==> src/rtl/half_adder_pkg.sv <==
// Shared constants, occupancy encoding and counter arithmetic for half_adder_pipe.
// The statistics counters (enabled by HALF_ADDER_STATS_EN) use CNT_W and sat_add.
package half_adder_pkg;

   localparam int CNT_W = 32;

   typedef enum logic [1:0] {
      EMPTY = 2'd0,
      ONE   = 2'd1,
      FULL  = 2'd2
   } occ_e;

   // Clamps at all-ones instead of wrapping.
   function automatic logic [CNT_W-1:0] sat_add(input logic [CNT_W-1:0] a,
                                                input logic [CNT_W-1:0] b);
      logic [CNT_W:0] s;
      s = {1'b0, a} + {1'b0, b};
      return s[CNT_W] ? {CNT_W{1'b1}} : s[CNT_W-1:0];
   endfunction

endpackage

==> src/rtl/half_adder_skid.sv <==
// Two-entry valid/ready buffer: an output register plus one skid register.
// in_ready comes straight from a flop, so it never depends on out_ready in the same cycle.
module half_adder_skid
   import half_adder_pkg::*;
#(
   parameter int DW = 2
) (
   input  logic          clk,
   input  logic          rst,
   input  logic          in_valid,
   output logic          in_ready,
   input  logic [DW-1:0] in_data,
   output logic          out_valid,
   input  logic          out_ready,
   output logic [DW-1:0] out_data
);

   occ_e          state_q, state_d;
   logic [DW-1:0] out_q, out_d;
   logic [DW-1:0] skid_q, skid_d;
   logic          in_ready_q, in_ready_d;
   logic          in_fire, out_fire;

   assign in_fire  = in_valid && in_ready_q;
   assign out_fire = (state_q != EMPTY) && out_ready;

   always_comb begin
      state_d = state_q;
      out_d   = out_q;
      skid_d  = skid_q;
      unique case (state_q)
         EMPTY: begin
            if (in_fire) begin
               out_d   = in_data;
               state_d = ONE;
            end
         end
         ONE: begin
            unique case ({in_fire, out_fire})
               2'b10: begin
                  skid_d  = in_data;
                  state_d = FULL;
               end
               2'b01: state_d = EMPTY;
               2'b11: out_d = in_data;
               default: ;
            endcase
         end
         FULL: begin
            // in_ready is low here, so only the drain side can move.
            if (out_fire) begin
               out_d   = skid_q;
               state_d = ONE;
            end
         end
         default: state_d = EMPTY;
      endcase
      in_ready_d = (state_d != FULL);
   end

   always_ff @(posedge clk or posedge rst) begin
      if (rst) begin
         state_q    <= EMPTY;
         out_q      <= '0;
         skid_q     <= '0;
         in_ready_q <= 1'b1;
      end else begin
         state_q    <= state_d;
         out_q      <= out_d;
         skid_q     <= skid_d;
         in_ready_q <= in_ready_d;
      end
   end

   assign in_ready  = in_ready_q;
   assign out_valid = (state_q != EMPTY);
   assign out_data  = out_q;

endmodule

==> src/rtl/half_adder_pipe.sv <==
// Registered lane-parallel half adder (Sum = A^B, Carry = A&B) behind a 2-entry skid buffer.
// Define HALF_ADDER_STATS_EN to add saturating txn_count / carry_count statistics ports.
module half_adder_pipe
   import half_adder_pkg::*;
#(
   parameter int WIDTH = 1
) (
   input  logic             clk,
   input  logic             rst,
   input  logic             in_valid,
   output logic             in_ready,
   input  logic [WIDTH-1:0] A,
   input  logic [WIDTH-1:0] B,
   output logic             out_valid,
   input  logic             out_ready,
   output logic [WIDTH-1:0] Sum,
   output logic [WIDTH-1:0] Carry
`ifdef HALF_ADDER_STATS_EN
   ,
   output logic [CNT_W-1:0] txn_count,
   output logic [CNT_W-1:0] carry_count
`endif
);

   logic [WIDTH-1:0]   sum_c, carry_c;
   logic [2*WIDTH-1:0] payload_in, payload_out;

   // Results are formed before storage so the buffer only ever holds finished values.
   assign sum_c      = A ^ B;
   assign carry_c    = A & B;
   assign payload_in = {sum_c, carry_c};

   half_adder_skid #(
      .DW(2*WIDTH)
   ) u_skid (
      .clk      (clk),
      .rst      (rst),
      .in_valid (in_valid),
      .in_ready (in_ready),
      .in_data  (payload_in),
      .out_valid(out_valid),
      .out_ready(out_ready),
      .out_data (payload_out)
   );

   assign Sum   = payload_out[2*WIDTH-1:WIDTH];
   assign Carry = payload_out[WIDTH-1:0];

`ifdef HALF_ADDER_STATS_EN
   logic             acc_fire;
   logic [CNT_W-1:0] pop_c;
   logic [CNT_W-1:0] txn_count_q, txn_count_d;
   logic [CNT_W-1:0] carry_count_q, carry_count_d;

   assign acc_fire = in_valid && in_ready;

   always_comb begin
      pop_c = '0;
      for (int i = 0; i < WIDTH; i++) begin
         pop_c = pop_c + CNT_W'(carry_c[i]);
      end
      txn_count_d   = txn_count_q;
      carry_count_d = carry_count_q;
      if (acc_fire) begin
         txn_count_d   = sat_add(txn_count_q, CNT_W'(1));
         carry_count_d = sat_add(carry_count_q, pop_c);
      end
   end

   always_ff @(posedge clk or posedge rst) begin
      if (rst) begin
         txn_count_q   <= '0;
         carry_count_q <= '0;
      end else begin
         txn_count_q   <= txn_count_d;
         carry_count_q <= carry_count_d;
      end
   end

   assign txn_count   = txn_count_q;
   assign carry_count = carry_count_q;
`endif

endmodule

==> config.mk <==
export PLATFORM = sky130hd
export DESIGN_NAME = half_adder_pipe
export DESIGN_NICKNAME = d
export VERILOG_FILES = /design/src/rtl/half_adder_pkg.sv /design/src/rtl/half_adder_skid.sv /design/src/rtl/half_adder_pipe.sv
export SDC_FILE = /design/constraint.sdc
export NUM_CORES = 1
export LEC_CHECK = 0
export CAP_MARGIN = 20
export CORE_AREA = 2 2 39 41
export DETAILED_ROUTE_END_ITERATION = 7
export DIE_AREA = 0 0 41 43
export PLACE_DENSITY_LB_ADDON = 0.2
export SLEW_MARGIN = 20
export SYNTH_ARGS = -nofsm -noshare
export SYNTH_HDL_FRONTEND = slang
export SYNTH_HIERARCHICAL = 1
export SYNTH_SLANG_ARGS = --single-unit
==> constraint.sdc <==
create_clock -name clk -period 3.35 [get_ports clk]
set_input_delay 0.67 -clock clk [delete_from_list [all_inputs] [get_ports clk]]
set_output_delay 0.67 -clock clk [all_outputs]
set_load 0.005 [all_outputs]
# After elaboration in Yosys (flattened, before gate mapping)
# Cells that the tools add are included.
# totals
ff_bits	7
input_bits	6
out_inout_bits	4
elab_cells	30
# op_classes
eq_ne	9
muxes	8
bitwise	2
reduce_logical	7
# ops
operator	n
$pmux 2 s3	2
$mux 2	5
$eq 2x2->1 const B	3
$eq 2x1->1 const B	2
$ne 2x1->1 const B	2
$ne 2x2->1 const B	2
$pmux 2 s2	1
$reduce_and 4->1	1
$reduce_bool 3->1	1
$logic_and 1x1->1	2
$logic_not 2->1	1
$reduce_and 2->1	1
$reduce_bool 2->1	1
$and 1x1->1	1
$xor 1x1->1	1

# Longest topological paths before layout
# depth
ltp_word	6
mapped_depth	3
depth_no_buf	3

# Hierarchy
# The synthesis kept the hierarchy.
# modules_own_cells
mod	instances	cells_each	area_each_um2	seq_area_each_um2
half_adder_skid	1	28	356.6	176.4
half_adder_pipe	1	1	12.5	0.0

# Least setup slack after synthesis
# OpenSTA, ideal clock, no wires.
# synth_timing
kind	input to register
startpoint	input port A
endpoint	register u_skid.out_q[1], in the netlist u_skid/out_data[1]
setup_ns	0.125
t_arrival_ns	1.475
required_ns	3.225
setup_slack_ns	1.750
path_stages	3
n_path_buf	0
cell_sequence	ha_1 mux2_1 mux2_4
# synth_via
elab_chain_len	3
elab_cells_between_ends	4
cone_classes	mux (3); bitwise (1)
# synth_lines
item	line_no	text
start, declared	half_adder_pipe.sv:12	input logic [WIDTH-1:0] A,
$xor 1x1->1 *	half_adder_pipe.sv:29	assign sum_c = A ^ B;
$mux 2, on equally long branches	half_adder_skid.sv:39, half_adder_skid.sv:33	
$pmux 2 s3 *	half_adder_skid.sv:31	unique case (state_q)
end signal, assigned	half_adder_skid.sv:69	out_q <= out_d;
end, declared	half_adder_skid.sv:19	logic [DW-1:0] out_q, out_d;
# Mark *: on every way between the ends. The rest lies on a longest branch, timed or not. The select of a mux whose other input is x is not followed.
# A chain may end at the register's enable or synchronous reset.

# Worst setup path in the final report
# layout_timing
startpoint	register u_skid.state_q[1]
endpoint	output port out_valid
# layout_via
elab_chain_len	1
# layout_lines
item	line_no	text
start, declared	half_adder_skid.sv:18	occ_e state_q, state_d;
start signal, assigned	half_adder_skid.sv:68	state_q <= state_d;
$reduce_bool 2->1	half_adder_skid.sv:76	assign out_valid = (state_q != EMPTY);
end, declared	half_adder_pipe.sv:14	output logic out_valid,
# Every way passes these cells.

==> out/summary.txt <==
Status: finished clean
Most frequent cells in the layout: 9 x clkdlybuf4s50_1, 6 x dfrtp_1, 3 x clkbuf_4, 3 x mux2_2
Total negative slack: 0 ns
Part of the total power dissipated in combinational logic: 0.375
Clock latency of the later-clocked register in the worst-skew pair: 0.25 ns
Avg Vias per Cell: 4.879
Wire length of the first global-routing pass: 1.283 mm
Layout-stage area growth over the synthesis result: 36.95%
Worst-case register-to-register setup slack: 1.88 ns
Final net count: 50
Type of origin of the critical path: flop
Internal power: 0.2601 mW
# Max-Cap Violations: 0
Global routing usage summed across all routing layers: 0.1165
Clock sink total: 7
Arrival time reported for the critical path endpoint: 1.44 ns
Number of rows created at floorplan: 14
Root buffer cell: clkbuf_4
Number of synthesized register bits: 7
Placeable Area: 0.001384 mm^2
Kind of end point of the critical path: primary output
Io pins: 10
Time the worst path needs with I/O delays and setup: 2.112 ns
Routed wire length: 761 um
Clock skew after layout: 0.003638 ns
Non-filler instance count after layout: 58
Mean routed wirelength per cell: 13.12 um
Width of the die: 41 um
Footprint of the multi-input gates: 185.2 um^2
Cell leakage power: 0.2245 nW
Post-CTS setup buffer count: 0
TritonCTS clock tree: built
Clock buffer count from CTS: 3
Die Span Y: 43 um
Number of global-route vias before repair: 308
Worst slew slack as a fraction of its limit: 0.7689
Number of nets produced by synthesis: 36
Post-layout utilization of the core: 0.3653
Final antenna diode count: 0
Final period utilization: 0.6304
Beginning of the worst register-to-register path: u_skid/in_ready$_DFF_PP1_
CP Launch Point: u_skid/state_q[1]$_DFF_PP0_
Placed instance count: 54
Chain of cells forming the critical path: or2_2, clkdlybuf4s50_1
First-pass iteration count of the detailed router: 4
Total Power: 0.3594 mW
Syn Inst Count: 29
Sum of net half-perimeters after detailed placement: 605.7 um
Number of pins exceeding their max-slew limit in the final report: 0
Count of yosys warnings during synthesis: 6
Initial standard-cell utilization of the core: 0.2667
Met2 Routed Length: 424 um
Number of vias after detailed routing: 283
Sequential-to-total area share from yosys stat: 0.4780
Cells resized by post-CTS repair: 0
Required time at the worst-slack endpoint: 2.68 ns
Most frequent standard cell in the layout excluding fill and tap cells: clkdlybuf4s50_1
End of the worst register-to-register path: u_skid/skid_q[0]$_DFFE_PP0P_
Post-synthesis cell type count: 19
Routed length on met3: 61 um
Antenna violations before repair: 0
RSZ-0062 raised after global routing: no
Pwr Density: 710.9 mW/mm^2
Layout cell share with drive strength beyond 1: 0.2857
Storage element area: 176.4 um^2
Clk pwr share: 0.213
Hold/Removal Path Class: flop to flop
Final Hold Vio Count: 0
Max Clock Freq: 473.5 MHz
Drt drc: 0
Hold bufs inserted after CTS: 0
Measured slew at the worst slew-check pin: 0.3459 ns
Max Root-Sink Buffers: 2
Critical path class: flop to primary output
Largest net degree at the start of global routing: 9
First DRT Iteration DRCs: 1
Flop pwr share: 0.412
Crit path max-delay cell type: dfrtp_1
Clk slew on worst S/H paths: 0.05 ns
Remaining global-route overflow: 0
Syn_area_per_cell: 12.73 um^2
Weighted congestion reported at the end of routability-driven placement: 0.6257
FILL cells: 137
H-tree Lvls: 1
Input/output buffers: 9
Worst-path fanout max: 8
Die area: 0.001763 mm^2
Destination of the critical timing path: out_valid
Net switching power: 0.09923 mW
Depth of the most critical reg-to-reg path: 3
Maximum single-stage delay on the critical path: 0.46 ns
Final setup violation count: 0
IR drop worst, VDD: 0.2623 mV
WL met1: 275 um
Switching power share of the total: 0.2761
Total standard cell area after synthesis: 369.1 um^2
Topmost layer with routed signal wires: met3
Antenna-violating nets left: 0
## power by group through the flow
stage / clock [mW] / combinational, mW / sequential, mW
floorplan: 0 / 0.0768 / 0.143
global placement: 0 / 0.133 / 0.145
detailed placement: 0 / 0.136 / 0.150
CTS: 0.0800 / 0.138 / 0.149
global route: 0.0890 / 0.147 / 0.154
finish: 0.0766 / 0.135 / 0.148
## worst min path at each step
stage | slack, ns | cells past startpoint | startpoint | endpoint
2_1_floorplan | 0.47 | 1 | rst | u_skid/out_data[0]$_DFFE_PP0P_
5_1_grt | 0.54 | 1 | u_skid/skid_q[1]$_DFFE_PP0P_ | u_skid/skid_q[1]$_DFFE_PP0P_
3_5_place_dp | 0.50 | 1 | u_skid/out_data[1]$_DFFE_PP0P_ | u_skid/out_data[1]$_DFFE_PP0P_
4_1_cts | 0.52 | 1 | u_skid/out_data[1]$_DFFE_PP0P_ | u_skid/out_data[1]$_DFFE_PP0P_
3_3_place_gp | 0.48 | 1 | u_skid/skid_q[1]$_DFFE_PP0P_ | u_skid/skid_q[1]$_DFFE_PP0P_
6_report | 0.51 | 1 | u_skid/skid_q[1]$_DFFE_PP0P_ | u_skid/skid_q[1]$_DFFE_PP0P_
## registers in the layout (all words and copies together), names as in the netlist
name	cells
u_skid/in_ready	1
u_skid/out_data	2
u_skid/skid_q	2
u_skid/state_q	2
## final cells by class
type / instances / area share
Multi-Input combinational cell: 20 / 0.3663
Tap cell: 16 / 0.03960
Sequential cell: 7 / 0.3490
Clock buffer: 4 / 0.05198
Timing Repair Buffer: 9 / 0.1782
Inverter: 2 / 0.01485
## metrics by stage
stage	setup slack [ns]	area [um^2]	hold slack [ns]
after global placement	1.209	479.2	0.4838
after detailed placement	1.131	479.2	0.5035
final	1.238	505.5	0.5118
after CTS	1.232	505.5	0.5229
after floorplan	1.750	369.1	0.4727
after global routing	1.170	505.5	0.5356
## synth_stat cells, drive strengths merged
library cell,number,share of area
nand4b,1,0.024
and2b,1,0.020
nand3b,1,0.020
dfrtp,6,0.41
ha,1,0.034
inv,2,0.020
dfstp,1,0.071
mux2,6,0.20
nor3b,1,0.020
nand3,1,0.014
or2,1,0.017
a21boi,1,0.020
nand4bb,1,0.031
nand2,1,0.010
o211ai,2,0.041
nand2b,1,0.024
a21o,1,0.024
## cells by family (layout without fill, tap and decap cells)
kind of cell	Yosys count	after routing	synth area share
multiplexers	6	6	0.2034
AO/OA/AOI/OAI	4	4	0.08475
AND/OR/NAND/NOR	9	9	0.1797
adder cells (fa/ha/maj)	1	1	0.03389
buffers and inverters	2	15	0.02035
flip-flops	7	7	0.4780
## critical path, delay by kind of cell, from the launching register on
family	cells	cell delay [ns]
simple gates	1	0.30
buf+inv	1	0.44
flops	1	0.46
## metal layers
metal,vias up,track usage
met4,0,0.08000
met3,0,0.05236
met5,-,0
met2,9,0.1844
li1,134,-
met1,140,0.1126
(Power assumes the default switching activity.)
